===== src/rtl/button_event_decoder.sv =====
// -----------------------------------------------------------------------------
// button_event_decoder
// Turns a debounced, synchronous button level into one-cycle event strobes:
// press, release, single short press, long press and double click, plus a
// "held" level while a long press is in progress.
//
// state       | meaning
// ------------+-----------------------------------------------------------
// IDLE        | button released, no sequence in progress
// PRESSED1    | first press down, timing towards a long press
// WAIT_SECOND | first press released, timing the gap for a double click
// PRESSED2    | second press down, double click reported on its release
// LONG_HELD   | hold reached LONG_CYCLES, waiting for release
//
// Parameters:
//   LONG_CYCLES  hold duration (clk cycles) that qualifies a long press
//   GAP_CYCLES   maximum release-to-press gap (clk cycles) for a double click
//
// Ports:
//   clk            system clock, rising edge
//   rst            asynchronous, active-high reset
//   btn_level      debounced synchronous button level, active high
//   press_pulse    one-cycle strobe on each detected press
//   release_pulse  one-cycle strobe on each detected release
//   short_press    one-cycle strobe for a completed single short press
//   long_press     one-cycle strobe when a hold reaches LONG_CYCLES
//   double_click   one-cycle strobe for a completed double click
//   held           high while in LONG_HELD
// -----------------------------------------------------------------------------
module button_event_decoder #(
    parameter int unsigned LONG_CYCLES = 50_000_000,
    parameter int unsigned GAP_CYCLES  = 12_500_000
) (
    input  logic clk,
    input  logic rst,
    input  logic btn_level,
    output logic press_pulse,
    output logic release_pulse,
    output logic short_press,
    output logic long_press,
    output logic double_click,
    output logic held
);

    localparam int unsigned MAX_CYCLES = (LONG_CYCLES > GAP_CYCLES) ? LONG_CYCLES : GAP_CYCLES;
    localparam int unsigned CNT_W      = $clog2(MAX_CYCLES);

    localparam logic [CNT_W-1:0] LONG_TC = CNT_W'(LONG_CYCLES - 1);
    localparam logic [CNT_W-1:0] GAP_TC  = CNT_W'(GAP_CYCLES - 1);

    generate
        if (LONG_CYCLES < 2 || GAP_CYCLES < 2) begin : g_bad_params
            $error("button_event_decoder: LONG_CYCLES and GAP_CYCLES must both be >= 2");
        end
    endgenerate

    typedef enum logic [2:0] {
        IDLE        = 3'd0,
        PRESSED1    = 3'd1,
        WAIT_SECOND = 3'd2,
        PRESSED2    = 3'd3,
        LONG_HELD   = 3'd4
    } state_t;

    state_t           state;
    logic [CNT_W-1:0] cnt;
    logic             btn_d;
    logic             rise;
    logic             fall;

    assign rise = btn_level & ~btn_d;
    assign fall = ~btn_level & btn_d;

    // Edges are tested before terminal counts so a press/release landing on
    // the same edge as a timeout wins. The counter is cleared on every state
    // change and simply holds outside the two timed states.
    always_ff @(posedge clk or posedge rst) begin
        if (rst) begin
            state         <= IDLE;
            cnt           <= '0;
            btn_d         <= 1'b0;
            press_pulse   <= 1'b0;
            release_pulse <= 1'b0;
            short_press   <= 1'b0;
            long_press    <= 1'b0;
            double_click  <= 1'b0;
            held          <= 1'b0;
        end else begin
            btn_d         <= btn_level;
            press_pulse   <= rise;
            release_pulse <= fall;
            short_press   <= 1'b0;
            long_press    <= 1'b0;
            double_click  <= 1'b0;

            case (state)
                IDLE: begin
                    if (rise) begin
                        state <= PRESSED1;
                        cnt   <= '0;
                    end
                end

                PRESSED1: begin
                    if (fall) begin
                        state <= WAIT_SECOND;
                        cnt   <= '0;
                    end else if (cnt == LONG_TC) begin
                        state      <= LONG_HELD;
                        cnt        <= '0;
                        long_press <= 1'b1;
                        held       <= 1'b1;
                    end else begin
                        cnt <= cnt + 1'b1;
                    end
                end

                WAIT_SECOND: begin
                    if (rise) begin
                        state <= PRESSED2;
                        cnt   <= '0;
                    end else if (cnt == GAP_TC) begin
                        state       <= IDLE;
                        cnt         <= '0;
                        short_press <= 1'b1;
                    end else begin
                        cnt <= cnt + 1'b1;
                    end
                end

                PRESSED2: begin
                    if (fall) begin
                        state        <= IDLE;
                        cnt          <= '0;
                        double_click <= 1'b1;
                    end
                end

                LONG_HELD: begin
                    if (fall) begin
                        state <= IDLE;
                        cnt   <= '0;
                        held  <= 1'b0;
                    end
                end

                default: begin
                    state <= IDLE;
                    cnt   <= '0;
                    held  <= 1'b0;
                end
            endcase
        end
    end

endmodule


===== config.mk =====
export PLATFORM = sky130hd
export DESIGN_NAME = button_event_decoder
export DESIGN_NICKNAME = d
export VERILOG_FILES = /design/src/rtl/button_event_decoder.sv
export SDC_FILE = /design/constraint.sdc
export NUM_CORES = 1
export LEC_CHECK = 0
export BUFFER_PORTS_ARGS = -buffer_cell sky130_fd_sc_hd__buf_2
export CELL_PAD_IN_SITES_DETAIL_PLACEMENT = 2
export CELL_PAD_IN_SITES_GLOBAL_PLACEMENT = 2
export CORE_UTILIZATION = 43
export CTS_BUF_LIST = sky130_fd_sc_hd__clkbuf_8
export DETAILED_ROUTE_END_ITERATION = 6
export GPL_TIMING_DRIVEN = 0
export PLACE_DENSITY = 0.9
export SLEW_MARGIN = 20
export SYNTH_ARGS = -nofsm -noshare
export SYNTH_HDL_FRONTEND = slang
export SYNTH_SLANG_ARGS = --single-unit

===== constraint.sdc =====
create_clock -name clk -period 5.8 [get_ports clk]
set_input_delay 1.45 -clock clk [delete_from_list [all_inputs] [get_ports clk]]
set_output_delay 1.45 -clock clk [all_outputs]
set_load 0.05 [all_outputs]

==> flow_summary.yaml, run 1 <==
layout:
  drive_above_1_share_pct: 12.0
  fin_area_um2: 2140
  fillCellCount: 442
  regArea_um2: 901
  syn_to_final_growth_pct: 10.9
  multi_input_area_um2: 965
  n_antenna_cell: 0
  final_common_cell: "dfrtp_1"
  nNetsFinal: 228
  final_cell_mix: "dfrtp_1 (36), nand2_1 (22), a21oi_1 (16)"
min_path:
  hp-class: "flip-flop to flip-flop"
drt:
  vias: 1881
  wl_per_cell_um: 27.2
  drcViolationCount: 0
  drt_iter0_drc: 159
  final_antenna_net_count: 0
  vias_per_cell: 6.84
  wl_um: 7490
  first_pass_iters: 4
cts:
  clock_latency_ps: 310
  hold_buffers: 0
  cts_made_buffers: 5
  ctsHtreeMaxLevel: 2
  root_buffer: "clkbuf_8"
  clock_path_buffers: 2
  post_cts_resized: 0
  cts_tree: "yes"
  clk_pin_slew_worst_paths_ps: 80
  clock_sinks: 36
  post_cts_buffers: 0
global_route:
  grt_usage_pct: 35.3
  grt_overflow_total: 0
  grt_max_degree: 37
  grt_pass1_vias: 2016
  grt_pass1_wl_um: 11500
  antenna_found_initial: 0
status:
  outcome: "completed"
timing:
  setup_viol: 0
  maxSlewHeadroom_pct: 31.8
  finalSetupTns_ps: 0
  tightest_slew_ps: 1020
  hold_viol: 0
  slew_viol_final: 0
  fmax_mhz: 266
  grt_setup_unrepaired: "false"
  fin_crit_ps: 3760
  fin_skew_ps: 11.8
  min_period_over_period_pct: 64.8
  setup_slack_ps: 2040
  whs_ps: 523
synth:
  synth_top_area_cell: "dfrtp_1"
  ys_ff_latch: 36
  synthTopCellsByArea: "dfrtp_1 (47%), nand2_1 (4.3%), a21oi_1 (4.2%)"
  avgSynthCellArea_um2: 9.23
  yosysWarnings: 0
  syn_inst: 209
  synth.top_cell.area_share_pct: 46.7
  synth.net_count: 213
  syn_area_um2: 1930
  synth.distinct_cells: 43
  yosysSeqAreaShare_pct: 46.7
die:
  die_area_um2: 4760
  core.rowCount: 23
  initial_core_util_pct: 46.6
  coreArea_um2: 4140
  die_x_um: 69.0
  io_pins: 9
  die-height_um: 69.0
run:
  cap_violations: 0
worst_setup_path:
  critPathSlowestCell: "o2bb2ai_1"
  cp.arrival_ps: 3990
  path_cells: "buf_2 -> nand2b_1 -> o2bb2ai_1 -> o2111ai_1 -> or4_1 -> a21oi_1"
  cp-end-kind: "flip-flop"
  crit_required_ps: 6030
  max_stage_delay_ps: 830
  cp-start-kind: "input pin"
  crit_type: "input pin to flip-flop"
  path_buf_inv: 1
  worstPathMaxFanout: 9
  crit_family: "compound AO/OA/AOI/OAI gates"
placement:
  detailedPlace.worstSlack_ps: 2070
  gp_congestion: 0.823
  io_buffers: 8
  hpwl_um: 4510
  place_area_um2: 2030
power:
  p_leak_nw: 0.880
  power.density_nw_per_um2: 368
  peakVddDrop_v: 0.000293
-- routing by layer --
metal | vias up | global-route usage (%) | wire, um
li1 | 803 | - | -
met1 | 992 | 42.8 | 3140
met2 | 66 | 60.9 | 3780
met3 | 20 | 8.55 | 351
met4 | 0 | 11.7 | 212
met5 | - | 0 | 0
-- final timing paths --
check / startpoint / end / slack (ps) / depth (start not counted)
worst min register to register: btn_d / press_pulse / 520 / 1
worst max-delay path: btn_level / cnt[22] / 2040 / 6
worst max register to register: state[0] / cnt[22] / 2770 / 6
max in group asynchronous: rst / cnt[16] / 3990 / 2
min in group asynchronous: rst / state[0] / 1290 / 2
worst min-delay path: btn_d / press_pulse / 520 / 1
-- flip-flops by register name, summed over array words and instances, names as in the netlist --
| register | count |
|---|---|
| btn_d | 1 |
| cnt | 26 |
| double_click | 1 |
| held | 1 |
| long_press | 1 |
| press_pulse | 1 |
| release_pulse | 1 |
| short_press | 1 |
| state | 3 |
-- stage by stage --
stage                     cells  utilization (%)  power, mW
final                       275             51.6      0.787
after global routing        275             51.6      0.812
after CTS                   275             51.6      0.783
after detailed placement    267             49.0      0.541
after global placement      267             49.0      0.519
after floorplan             209                -      0.461
-- synth_stat cells, drive strengths merged --
library cell / count
a21oi: 16
a22oi: 1
a2bb2oi: 1
a31o: 1
a31oi: 1
a32oi: 1
and2: 3
and3: 4
and4b: 2
buf: 1
clkbuf: 5
dfrtp: 36
ha: 1
inv: 9
nand2: 22
nand2b: 3
nand3: 6
nand4: 5
nand4bb: 1
nor2: 16
nor2b: 2
nor3: 8
nor4: 3
o2111ai: 4
o211ai: 3
o21a: 2
o21ai: 15
o21ba: 1
o2bb2ai: 1
o31a: 1
o31ai: 8
or2: 2
or3: 7
or3b: 1
or4: 8
or4b: 2
xnor2: 3
xor2: 3
-- power breakdown --
part           switching, mW  leakage (nW)  internal (mW)  total (mW)
Combinational          0.195         0.329         0.0701       0.265
Clock                  0.102        0.0593          0.126       0.228
Sequential            0.0251         0.492          0.268       0.294
-- cells by family (layout without fill, tap and decap cells) --
logic type               count (synthesis)  after routing  synth area share [%]
AND/OR/NAND/NOR                         95             95                  27.6
flip-flops                              36             36                  46.7
AO/OA/AOI/OAI                           56             56                  19.1
buffers and inverters                   15             31                  3.31
XOR/XNOR                                 6              6                  2.72
adder cells (fa/ha/maj)                  1              1                 0.648
-- cell type report --
| type | instances | area share (%) |
|---|---|---|
| inverter | 9 | 1.58 |
| clock buffer | 5 | 3.22 |
| buffer | 6 | 1.40 |
| timing repair buffer | 8 | 1.87 |
| multi-input combinational | 158 | 45.1 |
| tap | 50 | 2.92 |
| clock inverter | 3 | 1.81 |
| sequential | 36 | 42.1 |
-- worst reg2reg max path, cell delays in order (launching register included) --
cell and delay (ps):
dfrtp_1 330, clkbuf_1 330, nor2_1 100, o2bb2ai_1 810
o2111ai_1 620, or4_1 600, a21oi_1 170
Power figures use the tool's default switching activity.
==> run 2: changes to the inputs <==
--- a/config.mk
+++ b/config.mk
@@ -8,11 +8,11 @@
 export BUFFER_PORTS_ARGS = -buffer_cell sky130_fd_sc_hd__buf_2
 export CELL_PAD_IN_SITES_DETAIL_PLACEMENT = 2
 export CELL_PAD_IN_SITES_GLOBAL_PLACEMENT = 2
-export CORE_UTILIZATION = 43
+export CORE_UTILIZATION = 40
 export CTS_BUF_LIST = sky130_fd_sc_hd__clkbuf_8
 export DETAILED_ROUTE_END_ITERATION = 6
 export GPL_TIMING_DRIVEN = 0
-export PLACE_DENSITY = 0.9
+export PLACE_DENSITY = 0.85
 export SLEW_MARGIN = 20
 export SYNTH_ARGS = -nofsm -noshare
 export SYNTH_HDL_FRONTEND = slang
==> constraint.sdc (replaced) <==
create_clock -name clk -period 3.7 [get_ports clk]
set_input_delay 0.925 -clock clk [delete_from_list [all_inputs] [get_ports clk]]
set_output_delay 0.925 -clock clk [all_outputs]
set_load 0.05 [all_outputs]
==> flow_summary.yaml, run 2 (same netlist as run 1, synthesis figures left out) <==
layout:
  top_register: "cnt"
  final_cell_mix: "dfrtp_1 (36), nand2_1 (22), a21oi_1 (16)"
  final-instance-count-excl-fill: 277
  final_util_pct: 47.6
  n_antenna_cell: 0
  syn_to_final_growth_pct: 11.2
  nNetsFinal: 228
  regArea_um2: 901
  multi_input_area_um2: 965
  reg.largest.list: "cnt x26, state x3"
  fillCellCount: 507
  final_common_cell: "dfrtp_1"
  largest_register_ffs: 26
  drive_above_1_share_pct: 12.4
min_path:
  min_path_cells: 1
  min_to: "press_pulse"
  min_from: "btn_d"
  hp-class: "flip-flop to flip-flop"
timing:
  maxSlewHeadroom_pct: 46.3
  slew_viol_final: 0
  setup_viol: 0
  fin_crit_ps: 2890
  tightest_slew_ps: 804
  fmax_mhz: 346
  grt_setup_unrepaired: "false"
  fin_skew_ps: 13.6
  setup_slack_ps: 813
  hold_viol: 0
  finalSetupTns_ps: 0
  min_period_over_period_pct: 78.0
placement:
  hpwl_um: 4030
  io_buffers: 8
  dp.cells: 269
  detailedPlace.worstSlack_ps: 516
  gp_congestion: 0.779
worst_setup_path:
  cp-start-kind: "input pin"
  crit_required_ps: 3920
  timing.rr.end: "cnt[13]"
  timing.rr.start: "cnt[5]"
  ff2ff_setup_slack_ps: 910
  reg2reg_depth: 6
  worstPathMaxFanout: 10
  cp-end-kind: "flip-flop"
  crit_type: "input pin to flip-flop"
  cp.arrival_ps: 3110
global_route:
  antenna_found_initial: 0
  grt_overflow_total: 0
  grt_usage_pct: 24.9
  grt_max_degree: 37
  grt_pass1_wl_um: 9770
  grt_pass1_vias: 1891
drt:
  first_pass_iters: 4
  wl_per_cell_um: 20.4
  drt_iter0_drc: 60
  vias: 1706
  final_antenna_net_count: 0
  vias_per_cell: 6.16
  drcViolationCount: 0
  wl_um: 5650
die:
  initial_core_util_pct: 42.8
  die_x_um: 71.5
  die-height_um: 71.5
  core.rowCount: 24
  die_area_um2: 5110
  coreArea_um2: 4500
  io_pins: 9
cts:
  post_cts_resized: 0
  hold_buffers: 0
  ctsHtreeMaxLevel: 2
  clock_sinks: 36
  clk_pin_slew_worst_paths_ps: 80
  cts_made_buffers: 5
  clock_latency_ps: 300
  cts_tree: "yes"
  root_buffer: "clkbuf_8"
  clock_path_buffers: 2
  post_cts_buffers: 0
power:
  peakVddDrop_v: 0.000166
  p_leak_nw: 0.875
  p_total_mw: 1.18
  power.density_nw_per_um2: 549
status:
  outcome: "completed"
run:
  cap_violations: 0
run 2: changes by cell type in the layout (fill, tap and decap cells not counted), sizes merged:
cell      delta
inv          -1
clkinvlp     +1
run 2: area by class of cell:
cell class / count / share of cell area, %
clock inverter: 3 / 1.98
timing repair buffer: 8 / 1.87
multi-input combinational: 158 / 45.0
inverter: 9 / 1.57
clock buffer: 5 / 3.21
tap: 52 / 3.03
buffer: 6 / 1.40
sequential: 36 / 42.0
run 2: worst max-delay path by stage:
stage / startpoint / depth (start not counted) / endpoint
2_1_floorplan: btn_level / 6 / cnt[21]
3_3_place_gp: btn_level / 7 / cnt[11]
3_5_place_dp: btn_level / 7 / cnt[21]
4_1_cts: btn_level / 7 / cnt[21]
5_1_grt: btn_level / 7 / cnt[17]
6_report: btn_level / 7 / cnt[21]
run 2: metrics by stage:
stage          instance area, um2  hold slack [ps]
6_report                     2150              476
3_3_place_gp                 2030              445
4_1_cts                      2150              481
3_5_place_dp                 2030              467
2_1_floorplan                1930              433
5_1_grt                      2150              505
run 2: power by group:
part	total, mW	switching, mW	internal (mW)
Clock	0.355	0.155	0.199
Combinational	0.366	0.258	0.108
Sequential	0.457	0.0364	0.421
run 2: worst max-delay path, stage by stage:
cell and delay, ps:
buf_2 110, nand2b_1 190, o2bb2ai_1 630, o21ai_1 270
clkbuf_1 300, or4_1 520, a21oi_1 160
run 2: per-layer routing:
layer / vias up / track usage [%] / share of wire [%]
met5: - / 0 / 0
met4: 0 / 8.71 / 1.7
met3: 11 / 4.78 / 2.0
met2: 18 / 43.6 / 52
met1: 869 / 30.8 / 44
li1: 808 / - / -
